### src/rtl/conv_job_dispatcher.sv
// conv_job_dispatcher: queues X/Y/Z jobs in a FIFO and launches them one at a time into the engine (start pulse, wait done rise or watchdog); reports pending, jobs_done, sticky timeout
module conv_job_dispatcher #(
  parameter int DATA_W  = 8,
  parameter int DEPTH   = 4,
  parameter int ADDR_W  = 2,
  parameter int TIMEOUT = 4096
) (
  input  logic              clk,
  input  logic              rst,
  input  logic              in_valid,
  output logic              in_ready,
  input  logic [DATA_W-1:0] in_x,
  input  logic [DATA_W-1:0] in_y,
  input  logic [DATA_W-1:0] in_z,
  output logic [DATA_W-1:0] X,
  output logic [DATA_W-1:0] Y,
  output logic [DATA_W-1:0] Z,
  output logic              start,
  input  logic              done,
  output logic              busy,
  output logic [ADDR_W:0]   pending,
  output logic [7:0]        jobs_done,
  output logic              timeout
);
  localparam int WD_W = $clog2(TIMEOUT) + 1;
  typedef enum logic [1:0] {IDLE, LAUNCH, RUN} state_t;
  state_t state;
  logic [3*DATA_W-1:0] mem [DEPTH];
  logic [ADDR_W-1:0] wr_ptr, rd_ptr;
  logic [ADDR_W:0] count;
  logic [WD_W-1:0] wdog;
  logic done_q, push, pop, done_rise;
  assign in_ready  = count < (ADDR_W+1)'(DEPTH);
  assign push      = in_valid && in_ready;
  assign pop       = state == IDLE && count != '0;
  assign done_rise = done && !done_q;
  assign pending   = count;
  always_ff @(posedge clk)
    if (push) mem[wr_ptr] <= {in_x, in_y, in_z};
  always_ff @(posedge clk) begin
    if (rst) begin
      state     <= IDLE;
      wr_ptr    <= '0;
      rd_ptr    <= '0;
      count     <= '0;
      wdog      <= '0;
      done_q    <= 1'b0;
      X         <= '0;
      Y         <= '0;
      Z         <= '0;
      start     <= 1'b0;
      busy      <= 1'b0;
      jobs_done <= '0;
      timeout   <= 1'b0;
    end else begin
      done_q <= done;
      if (push) wr_ptr <= wr_ptr + 1'b1;
      if (pop) rd_ptr <= rd_ptr + 1'b1;
      count <= count + (ADDR_W+1)'(push) - (ADDR_W+1)'(pop);
      case (state)
        IDLE: if (pop) begin
          {X, Y, Z} <= mem[rd_ptr];
          start     <= 1'b1;
          busy      <= 1'b1;
          state     <= LAUNCH;
        end
        LAUNCH: begin
          start <= 1'b0;
          wdog  <= '0;
          state <= RUN;
        end
        RUN: if (done_rise) begin
          state     <= IDLE;
          busy      <= 1'b0;
          jobs_done <= jobs_done + 8'd1;
        end else if (wdog == WD_W'(TIMEOUT - 1)) begin
          timeout <= 1'b1;
          state   <= IDLE;
          busy    <= 1'b0;
        end else wdog <= wdog + 1'b1;
        default: state <= IDLE;
      endcase
    end
  end
endmodule
### config.mk
export PLATFORM = sky130hd
export DESIGN_NAME = conv_job_dispatcher
export DESIGN_NICKNAME = d
export VERILOG_FILES = /design/src/rtl/conv_job_dispatcher.sv
export SDC_FILE = /design/constraint.sdc
export NUM_CORES = 1
export LEC_CHECK = 0
export BUFFER_PORTS_ARGS = -buffer_cell sky130_fd_sc_hd__clkbuf_2
export CAP_MARGIN = 20
export CORE_MARGIN = 2
export CORE_UTILIZATION = 30
export DETAILED_ROUTE_END_ITERATION = 16
export HOLD_SLACK_MARGIN = 0.02
export SLEW_MARGIN = 15
export SYNTH_ARGS = -nofsm -noshare
export SYNTH_HDL_FRONTEND = slang
export SYNTH_SLANG_ARGS = --single-unit
### constraint.sdc
create_clock -name clk -period 4.6 [get_ports clk]
set_clock_uncertainty 0.15 [all_clocks]
set_input_delay 0.23 -clock clk [delete_from_list [all_inputs] [get_ports clk]]
set_output_delay 0.23 -clock clk [all_outputs]
set_load 0.005 [all_outputs]
## Word level (Yosys, flattened, before mapping)

Memories as Yosys holds them, arrays and structs flattened. A register that Yosys moved wholly into a read port is not among the register bits.
Index checks and enable logic that the tools add are counted.

| operators by class | value |
|---|---|
| $add $sub $neg | 6 |
| equality and inequality tests | 7 |
| reductions and logical operators | 16 |
| bitwise operators | 1 |
| $lt $le $gt $ge | 1 |
| multiplexer cells | 14 |

Operators by type and width:

| kind | number |
|---|---|
| 2-to-1 mux 13 bit | 2 |
| case mux 13 bit (2 select lines) | 1 |
| adder 13 x 1 -> 13 bit (second input constant) | 1 |
| == test 13 x 12 -> 1 bit (second input constant) | 1 |
| AND reduction 3 bit | 3 |
| adder 8 x 1 -> 8 bit (second input constant) | 1 |
| AND reduction 2 bit | 4 |
| 2-to-1 mux 2 bit | 3 |
| inequality test 2 bit (second input constant) | 3 |
| case mux 2 bit (3 select lines) | 1 |
| nonzero test 2 bit | 3 |
| 2-to-1 mux 1 bit | 5 |
| adder 2 x 1 -> 2 bit (second input constant) | 2 |
| case mux 1 bit (2 select lines) | 2 |
| adder 3 x 1 -> 3 bit | 1 |
| logical AND 1 bit | 3 |
| < comparator 3 bit (second input constant) | 1 |
| inequality test 3 bit (second input constant) | 1 |
| nonzero test 3 bit | 1 |
| subtractor 3 x 1 -> 3 bit | 1 |
| == test 2 x 1 -> 1 bit (second input constant) | 1 |
| == test 2 bit (second input constant) | 1 |
| logical NOT 2 bit | 1 |
| logical NOT 1 bit | 1 |
| inverter 1 bit | 1 |

| word-level totals | value |
|---|---|
| input bits | 28 |
| memory bits (writable) | 96 |
| memories kept | 1 |
| bits in registers | 34 |
| logic and storage cells | 56 |
| output and inout bits | 39 |

Memory list:

| memory | depth | width | read ports | clocked after memory_dff | write ports | line | RTL |
|---|---|---|---|---|---|---|---|
| mem | 4 | 24 | 1 | 1 | 1 | 28 | `logic [3*DATA_W-1:0] mem [DEPTH];` |

## Depth between registers and ports, before layout

Gate-level depths: netlist (run 1).

| depth | value |
|---|---|
| depth after elaboration | 4 |
| gate-level depth with buffers | 12 |
| mapped depth without buffers | 10 |

## Least setup slack after synthesis (run 1)

Ideal clock, no wire load.

| path | value |
|---|---|
| kind | register -> register |
| from | reg count[2] (netlist: pending[2]) |
| to | reg count[2] (netlist: pending[2]) |
| buffers on the path | 2 |
| setup time | 128 ps |
| required time | 4322 ps |
| period minus slack after synthesis | 2592 ps |
| arrival time | 2314 ps |
| slack | 2008 ps |
| cell stages (with the launch flop) | 13 |
| path through | dfxtp_1 -> nor3_1 -> or3_1 -> buf_2 -> inv_2 -> buf_2 -> ha_1 -> inv_1 -> ha_1 -> fa_1 -> xnor2_1 -> xnor2_1 -> nor2_1 |

| on the way | value |
|---|---|
| elaborated cells on any way between the ends | 6 |
| classes of those cells | add/sub: 2; order compare: 1; reduce/logical: 3 |

RTL lines:

| element | line | RTL |
|---|---|---|
| start: declaration | 30 | `logic [ADDR_W:0] count;` |
| start signal: assignment | 59 | `count <= count + (ADDR_W+1)'(push) - (ADDR_W+1)'(pop);` |
| nonzero test 3 bit | 35 | `assign pop = state == IDLE && count != '0;` |
| logical AND 1 bit | 35 |  |
| via pop | 32 | `logic done_q, push, pop, done_rise;` |
| subtractor 3 x 1 -> 3 bit | 59 |  |

The timed path passes the listed nets, and every way through them passes these cells.
A chain may end at the register's enable or synchronous reset.

## Final worst setup path (run 1)

| path | value |
|---|---|
| from | reg count[2] (netlist: pending[2]) |
| to | reg count[2] (netlist: pending[2]) |

| on the way | value |
|---|---|
| word-level cells in the longest chain between the ends | 4 |
| elaborated cells on any way between the ends | 6 |
| classes of those cells | add/sub: 2; order compare: 1; reduce/logical: 3 |

Ends and longest elaborated chain:

| element | line | RTL |
|---|---|---|
| < comparator 3 bit | 33 | `assign in_ready = count < (ADDR_W+1)'(DEPTH);` |
| logical AND 1 bit | 34 | `assign push = in_valid && in_ready;` |
| adder 3 x 1 -> 3 bit | 59 |  |
| subtractor 3 x 1 -> 3 bit (*) | 59 |  |

Mark *: on every way between the ends. The rest lies on a longest branch, timed or not.

==> results of run 1 <==
metrics by stage:
step	total power [mW]	instance area (µm²)	setup slack [ns]	utilization, %
after global routing	4.31	7410	1.24	38.0
final	4.08	7410	1.44	38.0
after detailed placement	2.80	6600	1.38	33.8
after floorplan	2.43	5990	2.01	-
after global placement	2.75	6600	1.58	33.8
after CTS	4.15	7410	1.38	38.0
sequential cells by signal (all words and copies together) (netlist names):
register	cells
X	8
Y	8
Z	8
busy	1
done_q	1
jobs_done	8
mem	96
pending	3
rd_ptr	2
start	1
state	2
timeout	1
wdog	13
wr_ptr	2
worst max path at each step:
stage,startpoint,to,slack (ns),depth (start not counted)
floorplan,pending[2],pending[2],2.01,12
global placement,pending[2],pending[2],1.58,11
detailed placement,pending[2],pending[2],1.38,11
CTS,pending[2],pending[2],1.38,11
global route,pending[2],pending[2],1.24,11
finish,pending[2],pending[2],1.44,11
logic make-up (layout without fill, tap and decap cells):
kind of cell,count (synthesis),count (layout),synth area share [%]
flip-flops,154,154,67.6
multiplexers,27,27,9.57
XOR/XNOR,10,10,1.46
adder cells (fa/ha/maj),9,9,2.01
AO/OA/AOI/OAI,57,57,5.92
buffers and inverters,33,141,2.40
AND/OR/NAND/NOR,132,132,11.1
power by group through the flow:
stage                     clock network (mW)  logic [mW]  registers [mW]
after floorplan                            0       0.629            1.80
after global routing                    1.41        1.03            1.87
after global placement                     0       0.895            1.86
final                                   1.32       0.917            1.83
after CTS                               1.36       0.949            1.84
after detailed placement                   0       0.930            1.87
cells in the mapped netlist (all sizes together) (2+ instances only):
cell type,number,share of area [%]
nand2,55,3.4
dfxtp,58,19
o211ai,6,0.75
nor2b,6,0.63
a211oi,2,0.25
nor4,5,0.77
buf,14,1.2
o21ai,3,0.25
xnor2,6,0.88
and2,7,0.73
inv,11,0.69
nand4,6,0.63
nand3,9,0.75
ha,8,1.7
xor2,4,0.59
or2,2,0.21
and3,2,0.21
or3,5,0.52
edfxtp,96,48
o41ai,2,0.29
a21boi,2,0.25
mux2,2,0.38
o311ai,2,0.29
nor3,3,0.25
or4,2,0.31
nor2,21,1.3
mux4,24,9.0
clkbuf,8,0.50
a21oi,31,2.6
nand2b,3,0.31
layout make-up:
class	count	area [µm²]	area share, %
repair buffers	98	633	8.54
flip-flops and latches	154	4050	54.6
inverters	11	41.3	0.557
clock buffers	20	447	6.03
clock inverters	12	118	1.59
multi-input cells	235	1800	24.3
well taps	265	332	4.47
per-layer routing:
| layer | up-vias | wire length, µm | share of wire, % |
|---|---|---|---|
| li1 | 1765 | - | - |
| met1 | 1855 | 5300 | 42 |
| met2 | 94 | 6520 | 52 |
| met3 | 6 | 703 | 5.6 |
| met4 | 0 | 60 | 0.48 |
| met5 | - | 0 | 0 |
==> report_table.html, run 1 <==
<table>
<tr><th>Metric</th><th>Value</th></tr>
<tr><th colspan="2">Finish</th></tr>
<tr><td>Number of antenna cells inserted</td><td>0</td></tr>
<tr><td>Number of standard cells in the final layout excluding fillers</td><td>~800</td></tr>
<tr><td>Most frequent standard cell in the layout excluding fill and tap cells</td><td>sky130_fd_sc_hd__edfxtp_1</td></tr>
<tr><td>Final net count</td><td>between 500 and 600</td></tr>
<tr><td>Fillcell total</td><td>1892</td></tr>
<tr><td>Commonest cells after routing, fill and taps aside</td><td>sky130_fd_sc_hd__edfxtp_1, sky130_fd_sc_hd__clkbuf_2, sky130_fd_sc_hd__dfxtp_1</td></tr>
<tr><td>Layout cell share with drive strength beyond 1</td><td>between 20% and 30%</td></tr>
<tr><td>Synth-to-Final Area Change</td><td>23.9%</td></tr>
<tr><th colspan="2">Drt</th></tr>
<tr><td>Initial drt markers</td><td>248</td></tr>
<tr><td>Avg Vias per Cell</td><td>approximately 4.7</td></tr>
<tr><td>Avg WL per Cell</td><td>about 16 µm</td></tr>
<tr><td>Detailed-routing iteration count for the pre-antenna-repair pass</td><td>4</td></tr>
<tr><td>DRC violations left</td><td>0</td></tr>
<tr><td>Routed via count</td><td>~3700</td></tr>
<tr><td>Detailed Route WL</td><td>~13000 µm</td></tr>
<tr><td>Antenna-violating nets left</td><td>0</td></tr>
<tr><th colspan="2">Clocking</th></tr>
<tr><td>Total of hold buffers inserted after clock tree synthesis</td><td>25</td></tr>
<tr><td>Clock buffers created by TritonCTS</td><td>17</td></tr>
<tr><td>Post-CTS Setup Bufs</td><td>0</td></tr>
<tr><td>Max Root-Sink Buffers</td><td>2</td></tr>
<tr><td>Worst-skew pair later-pin latency</td><td>0.41 ns</td></tr>
<tr><td>Root Buffer</td><td>sky130_fd_sc_hd__clkbuf_16</td></tr>
<tr><td>Clock transition at path regs</td><td>~0.06 ns</td></tr>
<tr><td>CTS tree</td><td>done</td></tr>
<tr><td>Maximum level of the CTS H-tree</td><td>4</td></tr>
<tr><td>Resized cells post-CTS</td><td>0</td></tr>
<tr><td>Number of clock sinks</td><td>roughly 150</td></tr>
<tr><th colspan="2">Timing</th></tr>
<tr><td>Slew margin rel.</td><td>a little over a third</td></tr>
<tr><td>Final setup fails</td><td>0</td></tr>
<tr><td>Hold Violations, Final</td><td>0</td></tr>
<tr><td>RSZ-0062 raised after global routing</td><td>no</td></tr>
<tr><td>Fin crit period</td><td>between 3 and 4 ns</td></tr>
<tr><td>Hold WS</td><td>around 0.097 ns</td></tr>
<tr><td>Slew at the pin closest to its max-slew limit</td><td>between 0.9 and 1 ns</td></tr>
<tr><td>Final period utilization</td><td>between 60% and 70%</td></tr>
<tr><td>Max Clk Rate</td><td>316 MHz</td></tr>
<tr><td>Count of final max-slew check failures</td><td>0</td></tr>
<tr><td>Total Negative Setup Slacks</td><td>0 ns</td></tr>
<tr><th colspan="2">Logic synthesis</th></tr>
<tr><td>Share of the yosys chip area belonging to registers</td><td>67.6%</td></tr>
<tr><td>Synthesized netlist cell count</td><td>roughly 420</td></tr>
<tr><td>Number of enable-type register cells in the synthesized netlist</td><td>96</td></tr>
<tr><td>Async set-reset flop share out of synthesis</td><td>0%</td></tr>
<tr><td>Number of distinct library cells after synthesis</td><td>between 50 and 60</td></tr>
<tr><td>Total standard cell area after synthesis</td><td>between 0.005 and 0.006 mm²</td></tr>
<tr><td>Post-Synthesis Net Count</td><td>459</td></tr>
<tr><td>YS warnings</td><td>0</td></tr>
<tr><td>Primary flip-flop cell chosen by synthesis mapping</td><td>sky130_fd_sc_hd__edfxtp_1</td></tr>
<tr><td>Post-synthesis register bit count</td><td>approximately 150</td></tr>
<tr><td>Per-instance average area after synthesis</td><td>14.2 µm²</td></tr>
<tr><th colspan="2">Flow run</th></tr>
<tr><td>MaxCap Viol Count</td><td>0</td></tr>
<tr><th colspan="2">Pwr</th></tr>
<tr><td>VDD IR-drop max</td><td>about 0.34 mV</td></tr>
<tr><td>Net switching power figure</td><td>1.21 mW</td></tr>
<tr><td>Standby leakage power</td><td>about 2.6 nW</td></tr>
<tr><td>Share of power burned in registers</td><td>45.0%</td></tr>
<tr><td>Logic pwr share</td><td>22.5%</td></tr>
<tr><td>Power density over the cells</td><td>550 mW/mm²</td></tr>
<tr><td>Cell internal power dissipation</td><td>~2.9 mW</td></tr>
<tr><td>Switch share</td><td>29.7%</td></tr>
<tr><td>Clock power share</td><td>between 30% and 40%</td></tr>
<tr><th colspan="2">Status</th></tr>
<tr><td>Result of the run</td><td>complete, no violations</td></tr>
<tr><th colspan="2">Critical path</th></tr>
<tr><td>Worst r2r path cells</td><td>11</td></tr>
<tr><td>Arrival time of the worst setup path</td><td>3.30 ns</td></tr>
<tr><td>Family with the most delay on the worst path</td><td>adder cells</td></tr>
<tr><td>Cells along the critical path</td><td>nor3_1, or3_1, buf_4, inv_2, ha_1, inv_1, ha_1, fa_1, xnor2_1, xnor2_1, nor2_1</td></tr>
<tr><td>Max incr delay on CP</td><td>0.38 ns</td></tr>
<tr><td>Category of the worst setup path launch point</td><td>flop</td></tr>
<tr><td>Crit path max fanout</td><td>27</td></tr>
<tr><td>R2R Setup Slk</td><td>roughly 1.4 ns</td></tr>
<tr><td>Reg2reg end</td><td>pending[2]</td></tr>
<tr><td>CP required</td><td>between 4 and 5 ns</td></tr>
<tr><td>Launch point of the worst reg-to-reg path</td><td>pending[2]</td></tr>
<tr><td>Count of buffer and inverter cells on the critical path</td><td>3</td></tr>
<tr><td>Category of the critical setup timing path</td><td>reg -&gt; reg</td></tr>
<tr><td>Endpoint kind of the worst setup timing path</td><td>flop</td></tr>
<tr><td>Master of the slowest instance on the critical path</td><td>sky130_fd_sc_hd__ha_1</td></tr>
<tr><th colspan="2">GRT</th></tr>
<tr><td>Via count of the first global-routing pass</td><td>approximately 3700</td></tr>
<tr><td>Busiest grt layer</td><td>met2</td></tr>
<tr><td>Met1 routing resource usage after global routing</td><td>between 10% and 20%</td></tr>
<tr><td>Pin count of the biggest net entering global routing</td><td>40</td></tr>
<tr><td>Overflow after GRT</td><td>0</td></tr>
<tr><td>Met2 Usage GRT</td><td>between 20% and 30%</td></tr>
<tr><td>First-pass GRT wire length</td><td>between 20000 and 25000 µm</td></tr>
<tr><td>Met3 Track Usage GR</td><td>under 10%</td></tr>
<tr><td>Global router's overall resource usage</td><td>12.3%</td></tr>
<tr><td>Antenna violations before repair</td><td>0</td></tr>
<tr><th colspan="2">Die</th></tr>
<tr><td>Starting utilization of the core area</td><td>between 30% and 40%</td></tr>
<tr><td>Count of standard-cell rows</td><td>51</td></tr>
<tr><td>DIE WIDTH</td><td>approximately 150 µm</td></tr>
<tr><td>Die Y</td><td>between 100 and 150 µm</td></tr>
<tr><td>Io pins</td><td>67</td></tr>
<tr><td>Die Outline Area</td><td>approximately 0.021 mm²</td></tr>
<tr><td>Placeable Area</td><td>0.0195 mm²</td></tr>
<tr><th colspan="2">Min path</th></tr>
<tr><td>Min-delay src</td><td>rst</td></tr>
<tr><td>WHS Path Cells</td><td>2</td></tr>
<tr><td>Hold-critical path endpoint</td><td>wdog[0]</td></tr>
<tr><td>Classification of the worst-slack hold path</td><td>in -&gt; reg</td></tr>
<tr><th colspan="2">Place</th></tr>
<tr><td>DPL Wire Length</td><td>7880 µm</td></tr>
<tr><td>Port Buffer Count</td><td>between 60 and 70</td></tr>
<tr><td>Final weighted congestion in routability-driven placement</td><td>0.726</td></tr>
<tr><td>Number of placed instances with taps included</td><td>about 740</td></tr>
</table>
No activity file was read; power rests on OpenSTA's default activity.
==> run 2, diff against run 1 <==
==> constraint.sdc (replaced) <==
create_clock -name clk -period 3.2 [get_ports clk]
set_clock_uncertainty 0.15 [all_clocks]
set_input_delay 0.16 -clock clk [delete_from_list [all_inputs] [get_ports clk]]
set_output_delay 0.16 -clock clk [all_outputs]
set_load 0.005 [all_outputs]
==> run 2 against run 1 <==
Against the previous run:
- setup slack worse by 0.66 ns
- cell count up 0.38%
- design area rose by 0.59%
- hold slack got worse by 0.0044 ns
- sequential power is 43% higher
- clock power increased by 51%
- critical path type unchanged
- first-iteration DRC count shrank 26%
- sequential cell count unchanged
- wire length decreased by 1.5%
- die area unchanged
==> report_table.html, run 2 (same netlist as run 1, synthesis figures left out) <==
<table>
<tr><th>Metric</th><th>Value</th></tr>
<tr><th colspan="2">Min path</th></tr>
<tr><td>Classification of the worst-slack hold path</td><td>in -&gt; reg</td></tr>
<tr><th colspan="2">Die</th></tr>
<tr><td>Placeable Area</td><td>around 0.020 mm²</td></tr>
<tr><td>Die Outline Area</td><td>around 0.021 mm²</td></tr>
<tr><td>DIE WIDTH</td><td>between 100 and 150 µm</td></tr>
<tr><td>Io pins</td><td>67</td></tr>
<tr><td>Die Y</td><td>roughly 150 µm</td></tr>
<tr><td>Count of standard-cell rows</td><td>between 50 and 60</td></tr>
<tr><td>Starting utilization of the core area</td><td>30.7%</td></tr>
<tr><th colspan="2">Finish</th></tr>
<tr><td>Multi-input logic area</td><td>~0.0018 mm²</td></tr>
<tr><td>Most frequent standard cell in the layout excluding fill and tap cells</td><td>sky130_fd_sc_hd__edfxtp_1</td></tr>
<tr><td>Commonest cells after routing, fill and taps aside</td><td>sky130_fd_sc_hd__edfxtp_1, sky130_fd_sc_hd__clkbuf_2, sky130_fd_sc_hd__dfxtp_1</td></tr>
<tr><td>Final net count</td><td>557</td></tr>
<tr><td>Reg area</td><td>0.00405 mm²</td></tr>
<tr><td>Synth-to-Final Area Change</td><td>24.6%</td></tr>
<tr><td>Layout cell share with drive strength beyond 1</td><td>between 20% and 30%</td></tr>
<tr><td>Number of antenna cells inserted</td><td>0</td></tr>
<tr><td>Max FFs per register</td><td>between 90 and 100</td></tr>
<tr><td>Largest registers ranked by flip-flop count</td><td>mem x96, wdog x13</td></tr>
<tr><td>Fillcell total</td><td>1931</td></tr>
<tr><td>Largest Register</td><td>mem</td></tr>
<tr><th colspan="2">Pwr</th></tr>
<tr><td>Standby leakage power</td><td>between 2 and 3 nW</td></tr>
<tr><td>Power density over the cells</td><td>around 800 mW/mm²</td></tr>
<tr><td>Logic pwr share</td><td>between 20% and 30%</td></tr>
<tr><td>Net switching power figure</td><td>between 1.5 and 2 mW</td></tr>
<tr><td>Switch share</td><td>29.5%</td></tr>
<tr><td>Share of power burned in registers</td><td>a little over two fifths</td></tr>
<tr><td>Cell internal power dissipation</td><td>~4.2 mW</td></tr>
<tr><td>VDD IR-drop max</td><td>0.502 mV</td></tr>
<tr><td>Clock power share</td><td>33.4%</td></tr>
<tr><th colspan="2">Critical path</th></tr>
<tr><td>CP required</td><td>~3.3 ns</td></tr>
<tr><td>Category of the worst setup path launch point</td><td>flop</td></tr>
<tr><td>Category of the critical setup timing path</td><td>reg -&gt; reg</td></tr>
<tr><td>Endpoint kind of the worst setup timing path</td><td>flop</td></tr>
<tr><td>Crit path max fanout</td><td>5</td></tr>
<tr><td>R2R Setup Slk</td><td>~0.8 ns</td></tr>
<tr><td>Arrival time of the worst setup path</td><td>2.56 ns</td></tr>
<tr><th colspan="2">Timing</th></tr>
<tr><td>Slew margin rel.</td><td>53.0%</td></tr>
<tr><td>Hold Violations, Final</td><td>0</td></tr>
<tr><td>Final period utilization</td><td>about 76%</td></tr>
<tr><td>Final setup fails</td><td>0</td></tr>
<tr><td>Total Negative Setup Slacks</td><td>0 ns</td></tr>
<tr><td>Slew at the pin closest to its max-slew limit</td><td>0.700 ns</td></tr>
<tr><td>Hold WS</td><td>roughly 0.093 ns</td></tr>
<tr><td>Max Clk Rate</td><td>approximately 410 MHz</td></tr>
<tr><td>Fin crit period</td><td>approximately 2.4 ns</td></tr>
<tr><td>RSZ-0062 raised after global routing</td><td>no</td></tr>
<tr><td>Count of final max-slew check failures</td><td>0</td></tr>
<tr><th colspan="2">Drt</th></tr>
<tr><td>Antenna-violating nets left</td><td>0</td></tr>
<tr><td>Detailed-routing iteration count for the pre-antenna-repair pass</td><td>4</td></tr>
<tr><td>Avg WL per Cell</td><td>about 16 µm</td></tr>
<tr><td>Routed via count</td><td>approximately 3700</td></tr>
<tr><td>Initial drt markers</td><td>approximately 180</td></tr>
<tr><td>Detailed Route WL</td><td>roughly 12000 µm</td></tr>
<tr><td>Avg Vias per Cell</td><td>roughly 4.6</td></tr>
<tr><td>DRC violations left</td><td>0</td></tr>
<tr><th colspan="2">GRT</th></tr>
<tr><td>Overflow after GRT</td><td>0</td></tr>
<tr><td>Antenna violations before repair</td><td>0</td></tr>
<tr><td>Global router's overall resource usage</td><td>around an eighth</td></tr>
<tr><td>First-pass GRT wire length</td><td>between 20000 and 25000 µm</td></tr>
<tr><td>Via count of the first global-routing pass</td><td>roughly 3900</td></tr>
<tr><td>Pin count of the biggest net entering global routing</td><td>34</td></tr>
<tr><th colspan="2">Clocking</th></tr>
<tr><td>Root Buffer</td><td>sky130_fd_sc_hd__clkbuf_16</td></tr>
<tr><td>CTS tree</td><td>done</td></tr>
<tr><td>Clock transition at path regs</td><td>about 0.07 ns</td></tr>
<tr><td>Max Root-Sink Buffers</td><td>2</td></tr>
<tr><td>Post-CTS Setup Bufs</td><td>0</td></tr>
<tr><td>Number of clock sinks</td><td>between 150 and 200</td></tr>
<tr><td>Worst-skew pair later-pin latency</td><td>0.41 ns</td></tr>
<tr><td>Clock buffers created by TritonCTS</td><td>17</td></tr>
<tr><td>Resized cells post-CTS</td><td>0</td></tr>
<tr><td>Maximum level of the CTS H-tree</td><td>4</td></tr>
<tr><th colspan="2">Status</th></tr>
<tr><td>Result of the run</td><td>complete, no violations</td></tr>
<tr><th colspan="2">Place</th></tr>
<tr><td>Port Buffer Count</td><td>66</td></tr>
<tr><td>DPL Wire Length</td><td>between 7000 and 8000 µm</td></tr>
<tr><td>Final weighted congestion in routability-driven placement</td><td>0.736</td></tr>
<tr><th colspan="2">Flow run</th></tr>
<tr><td>MaxCap Viol Count</td><td>0</td></tr>
</table>
## run 2: cell count changes in the layout (fill, tap and decap cells not counted), sizes merged
cell	previous run	this run
inv	15	17
clkbuf	86	83
clkinv	4	5
clkinvlp	3	2
buf	7	10
bufinv	1	2
## run 2: path summary, 6_finish.rpt
check	startpoint	to	depth (start not counted)
max	pending[2]	pending[2]	10
min	rst	jobs_done[2]	2
max reg2reg	pending[2]	pending[2]	10
min reg2reg	X[0]	X[0]	2
## run 2: per-stage QoR
step	setup WS (ns)	util, %	area (µm²)	total power [mW]	cells
after detailed placement	0.768	33.9	6620	4.03	741
after global placement	0.842	33.9	6620	3.99	741
after CTS	0.757	38.2	7460	6.06	798
final	0.779	38.2	7460	5.95	798
after global routing	0.635	38.2	7460	6.30	798
after floorplan	0.608	-	5990	3.50	422
## run 2: power groups by stage
stage	Sequential, mW	Clock (mW)	Combinational [mW]
after floorplan	2.59	0	0.905
after global placement	2.64	0	1.35
after detailed placement	2.66	0	1.37
after CTS	2.61	2.04	1.40
after global routing	2.65	2.14	1.52
final	2.61	1.99	1.35
## run 2: timing repair
action,in CTS,in global routing
endpoints found under the setup margin,0,0
hold buffers,25,0
endpoints found under the hold margin,97,0
## run 2: layout make-up
cell class	count	share of cell area, %
Sequential cell	154	54.2
Multi-Input combinational cell	235	24.1
Timing Repair Buffer	101	8.79
Clock buffer	17	5.70
Tap cell	265	4.45
Clock inverter	15	2.15
Inverter	11	0.554
## run 2: metal layers
layer  up-vias  track usage, %  routed length [µm]
li1       1774               -                   -
met1      1834            15.1                5490
met2        60            21.0                6420
met3         9            3.68                 382
met4         0            4.12                  97
met5         -               0                   0
## run 2: critical path, cell delays in order (launching register included)
cell,delay (ns)
sky130_fd_sc_hd__dfxtp_1,0.36
sky130_fd_sc_hd__nor3_1,0.31
sky130_fd_sc_hd__or3_1,0.19
sky130_fd_sc_hd__inv_2,0.04
sky130_fd_sc_hd__ha_1,0.26
sky130_fd_sc_hd__inv_1,0.04
sky130_fd_sc_hd__ha_1,0.18
sky130_fd_sc_hd__fa_1,0.37
sky130_fd_sc_hd__xnor2_1,0.21
sky130_fd_sc_hd__xnor2_1,0.15
sky130_fd_sc_hd__nor2_1,0.05
==> run 3, diff against run 2 <==
--- a/config.mk
+++ b/config.mk
@@ -5,6 +5,7 @@
 export SDC_FILE = /design/constraint.sdc
 export NUM_CORES = 1
 export LEC_CHECK = 0
+export ABC_AREA = 1
 export BUFFER_PORTS_ARGS = -buffer_cell sky130_fd_sc_hd__clkbuf_2
 export CAP_MARGIN = 20
 export CORE_MARGIN = 2
==> constraint.sdc (replaced) <==
create_clock -name clk -period 2.55 [get_ports clk]
set_clock_uncertainty 0.15 [all_clocks]
set_input_delay 0.1275 -clock clk [delete_from_list [all_inputs] [get_ports clk]]
set_output_delay 0.1275 -clock clk [all_outputs]
set_load 0.005 [all_outputs]
==> run 3 against run 2 <==
Against the previous run:
- cell count grew 22%
- core utilization shrank 0.45 points
- maximum frequency grew 23%
- setup slack lost 0.20 ns
- via count grew 19%
- synthesized cell count grew 41%
- power grew 27%
- sequential share of layout area shrank 1.3 points
- critical endpoint unchanged
==> report_table.html, run 3 <==
<table>
<tr><th>Metric</th><th>Value</th></tr>
<tr><th colspan="2">Drt</th></tr>
<tr><td>Avg WL per Cell</td><td>between 10 and 15 µm</td></tr>
<tr><td>Avg Vias per Cell</td><td>roughly 4.5</td></tr>
<tr><td>Initial drt markers</td><td>about 250</td></tr>
<tr><td>Detailed Route WL</td><td>between 10000 and 15000 µm</td></tr>
<tr><td>Routed via count</td><td>4387</td></tr>
<tr><td>Antenna-violating nets left</td><td>0</td></tr>
<tr><td>DRC violations left</td><td>0</td></tr>
<tr><td>Detailed-routing iteration count for the pre-antenna-repair pass</td><td>4</td></tr>
<tr><th colspan="2">Finish</th></tr>
<tr><td>Synth-to-Final Area Change</td><td>23.9%</td></tr>
<tr><td>Reg area</td><td>about 0.004 mm²</td></tr>
<tr><td>Max FFs per register</td><td>96</td></tr>
<tr><td>Multi-input logic area</td><td>between 0.0015 and 0.002 mm²</td></tr>
<tr><td>Summed area of non-filler cells in the final layout</td><td>0.00764 mm²</td></tr>
<tr><td>Final net count</td><td>727</td></tr>
<tr><td>Most frequent standard cell in the layout excluding fill and tap cells</td><td>sky130_fd_sc_hd__nor2_1</td></tr>
<tr><td>Layout cell share with drive strength beyond 1</td><td>18.2%</td></tr>
<tr><td>Largest Register</td><td>mem</td></tr>
<tr><td>Commonest cells after routing, fill and taps aside</td><td>sky130_fd_sc_hd__nor2_1, sky130_fd_sc_hd__edfxtp_1, sky130_fd_sc_hd__o21ai_0</td></tr>
<tr><td>Fillcell total</td><td>between 1500 and 2000</td></tr>
<tr><td>Largest registers ranked by flip-flop count</td><td>mem x96, wdog x13</td></tr>
<tr><td>Number of antenna cells inserted</td><td>0</td></tr>
<tr><th colspan="2">Timing</th></tr>
<tr><td>Hold Violations, Final</td><td>0</td></tr>
<tr><td>Fin crit period</td><td>1.97 ns</td></tr>
<tr><td>Slew at the pin closest to its max-slew limit</td><td>between 0.5 and 0.6 ns</td></tr>
<tr><td>Max Clk Rate</td><td>507 MHz</td></tr>
<tr><td>Final setup fails</td><td>0</td></tr>
<tr><td>Count of final max-slew check failures</td><td>0</td></tr>
<tr><td>Total Negative Setup Slacks</td><td>0 ns</td></tr>
<tr><td>Hold WS</td><td>0.0469 ns</td></tr>
<tr><td>Worst Setup Slack, final</td><td>a little under 0.6 ns</td></tr>
<tr><td>Final period utilization</td><td>77.4%</td></tr>
<tr><td>RSZ-0062 raised after global routing</td><td>no</td></tr>
<tr><td>Slew margin rel.</td><td>62.9%</td></tr>
<tr><th colspan="2">Clocking</th></tr>
<tr><td>Post-CTS Setup Bufs</td><td>0</td></tr>
<tr><td>Max Root-Sink Buffers</td><td>2</td></tr>
<tr><td>Total of hold buffers inserted after clock tree synthesis</td><td>25</td></tr>
<tr><td>Number of clock sinks</td><td>between 150 and 200</td></tr>
<tr><td>Clock buffers created by TritonCTS</td><td>17</td></tr>
<tr><td>CTS tree</td><td>done</td></tr>
<tr><td>Clock transition at path regs</td><td>about 0.060 ns</td></tr>
<tr><td>Maximum level of the CTS H-tree</td><td>4</td></tr>
<tr><td>Root Buffer</td><td>sky130_fd_sc_hd__clkbuf_16</td></tr>
<tr><td>Resized cells post-CTS</td><td>0</td></tr>
<tr><td>Worst-skew pair later-pin latency</td><td>about 0.42 ns</td></tr>
<tr><th colspan="2">GRT</th></tr>
<tr><td>Via count of the first global-routing pass</td><td>~4200</td></tr>
<tr><td>Antenna violations before repair</td><td>0</td></tr>
<tr><td>Overflow after GRT</td><td>0</td></tr>
<tr><td>First-pass GRT wire length</td><td>between 20000 and 25000 µm</td></tr>
<tr><td>Pin count of the biggest net entering global routing</td><td>slightly above 50</td></tr>
<tr><td>Global router's overall resource usage</td><td>13.1%</td></tr>
<tr><th colspan="2">Status</th></tr>
<tr><td>Result of the run</td><td>complete, no violations</td></tr>
<tr><th colspan="2">Pwr</th></tr>
<tr><td>Total chip power</td><td>7.57 mW</td></tr>
<tr><td>Standby leakage power</td><td>2.89 nW</td></tr>
<tr><td>Power density over the cells</td><td>991 mW/mm²</td></tr>
<tr><td>VDD IR-drop max</td><td>about 0.53 mV</td></tr>
<tr><th colspan="2">Die</th></tr>
<tr><td>Io pins</td><td>67</td></tr>
<tr><td>Starting utilization of the core area</td><td>~30%</td></tr>
<tr><td>Count of standard-cell rows</td><td>52</td></tr>
<tr><td>Die Outline Area</td><td>roughly 0.022 mm²</td></tr>
<tr><td>Placeable Area</td><td>just over 0.02 mm²</td></tr>
<tr><td>Die Y</td><td>147 µm</td></tr>
<tr><td>DIE WIDTH</td><td>about 150 µm</td></tr>
<tr><th colspan="2">Critical path</th></tr>
<tr><td>Category of the worst setup path launch point</td><td>flop</td></tr>
<tr><td>Endpoint kind of the worst setup timing path</td><td>flop</td></tr>
<tr><td>Count of buffer and inverter cells on the critical path</td><td>1</td></tr>
<tr><td>Category of the critical setup timing path</td><td>reg -&gt; reg</td></tr>
<tr><td>Max incr delay on CP</td><td>between 0.3 and 0.4 ns</td></tr>
<tr><td>Family with the most delay on the worst path</td><td>adder cells</td></tr>
<tr><td>CP required</td><td>2.69 ns</td></tr>
<tr><td>Cells along the critical path</td><td>nor2_1, nand2_1, nand2_1, nor2_4, ha_1, inv_1, ha_1, fa_1, xor2_1, nor2_1</td></tr>
<tr><td>Arrival time of the worst setup path</td><td>2.12 ns</td></tr>
<tr><td>Crit path max fanout</td><td>4</td></tr>
<tr><td>Master of the slowest instance on the critical path</td><td>sky130_fd_sc_hd__fa_1</td></tr>
<tr><th colspan="2">Logic synthesis</th></tr>
<tr><td>Async set-reset flop share out of synthesis</td><td>0%</td></tr>
<tr><td>Post-Synthesis Net Count</td><td>around 630</td></tr>
<tr><td>Post-synthesis register bit count</td><td>154</td></tr>
<tr><td>Most numerous cell types in the synthesized netlist</td><td>sky130_fd_sc_hd__nor2_1, sky130_fd_sc_hd__edfxtp_1, sky130_fd_sc_hd__o21ai_0, sky130_fd_sc_hd__dfxtp_1, sky130_fd_sc_hd__nand2_1</td></tr>
<tr><td>Per-instance average area after synthesis</td><td>10.4 µm²</td></tr>
<tr><td>Most frequent cell after synthesis</td><td>sky130_fd_sc_hd__nor2_1</td></tr>
<tr><td>Total standard cell area after synthesis</td><td>between 0.006 and 0.007 mm²</td></tr>
<tr><td>Cell taking the most area after synthesis</td><td>sky130_fd_sc_hd__edfxtp_1</td></tr>
<tr><td>Primary flip-flop cell chosen by synthesis mapping</td><td>sky130_fd_sc_hd__edfxtp_1</td></tr>
<tr><td>Share of the yosys chip area belonging to registers</td><td>65.6%</td></tr>
<tr><td>Synthesized netlist cell count</td><td>595</td></tr>
<tr><td>YS warnings</td><td>0</td></tr>
<tr><td>Area fraction of the dominant cell type after synthesis</td><td>approximately 47%</td></tr>
<tr><td>Number of distinct library cells after synthesis</td><td>35</td></tr>
<tr><td>Number of enable-type register cells in the synthesized netlist</td><td>96</td></tr>
<tr><td>Ranking of synthesized cells by area</td><td>sky130_fd_sc_hd__edfxtp_1, sky130_fd_sc_hd__dfxtp_1, sky130_fd_sc_hd__nor2_1</td></tr>
<tr><th colspan="2">Flow run</th></tr>
<tr><td>MaxCap Viol Count</td><td>0</td></tr>
<tr><th colspan="2">Place</th></tr>
<tr><td>Final weighted congestion in routability-driven placement</td><td>around 0.77</td></tr>
<tr><td>Dpl cell area</td><td>just under 0.007 mm²</td></tr>
<tr><td>Port Buffer Count</td><td>66</td></tr>
<tr><td>DPL Wire Length</td><td>~8400 µm</td></tr>
<tr><td>Placement Setup Slack</td><td>between 0.5 and 0.6 ns</td></tr>
<tr><th colspan="2">Min path</th></tr>
<tr><td>Classification of the worst-slack hold path</td><td>in -&gt; reg</td></tr>
</table>
## run 3: cell count changes after synthesis, moves of 14 or more
cell / delta
sky130_fd_sc_hd__a31oi_1: +24
sky130_fd_sc_hd__mux4_2: -24
sky130_fd_sc_hd__o21ai_0: +79
sky130_fd_sc_hd__inv_1: +27
sky130_fd_sc_hd__nand3_1: +14
sky130_fd_sc_hd__nor2_1: +109
## run 3: worst paths after layout
check,slack [ns],to,cells past startpoint,from
worst max-delay path,0.58,pending[2],10,pending[1]
worst min-delay path,0.05,done_q,2,rst
worst max register to register,0.58,pending[2],10,pending[1]
worst min register to register,0.32,busy,2,busy
## run 3: cell type report
class | count | share of cell area, %
clock inverters | 13 | 1.87
well taps | 270 | 4.42
inverters | 40 | 1.97
flip-flops and latches | 154 | 52.9
repair buffers | 107 | 9.34
multi-input cells | 370 | 23.8
clock buffers | 19 | 5.67
## run 3: cell families (layout without fill, tap and decap cells)
logic type,after synthesis,in the layout,share of synthesized area (%)
DFF,154,154,65.6
buffers and inverters,71,179,5.19
and+or+nand+nor,227,227,15.6
xor gates and xnor gates,3,3,0.426
AOI/OAI and AO/OA,131,131,11.2
adders and majority gates,9,9,1.95
## run 3: worst reg2reg max path: cells and delay by family (launching register included)
family,cells,cell delay (ns)
AND/OR/NAND/NOR,5,0.34
flip-flops,1,0.34
XOR/XNOR,1,0.16
adder cells (fa/ha/maj),3,0.82
buffers and inverters,1,0.04
## run 3: metrics by stage
| step | std cells | util (%) |
|---|---|---|
| after floorplan | 595 | - |
| after global placement | 916 | 33.7 |
| after detailed placement | 916 | 33.7 |
| after CTS | 973 | 37.7 |
| after global routing | 973 | 37.7 |
| final | 973 | 37.7 |
## run 3: routing by layer
metal,vias up,GRT usage (%),wire [µm],share of wire [%]
met2,95,21.6,6520,48
li1,2234,-,-,-
met3,10,4.04,706,5.2
met5,-,0,0,0
met1,2048,16.7,6250,46
met4,0,3.46,99,0.73
## run 3: where the power goes
part / leakage, nW / internal [mW] / total, mW / switching [mW]
Combinational: 1.26 / 0.642 / 1.90 / 1.26
Clock: 0.275 / 1.45 / 2.46 / 1.01
Sequential: 1.35 / 3.02 / 3.20 / 0.177
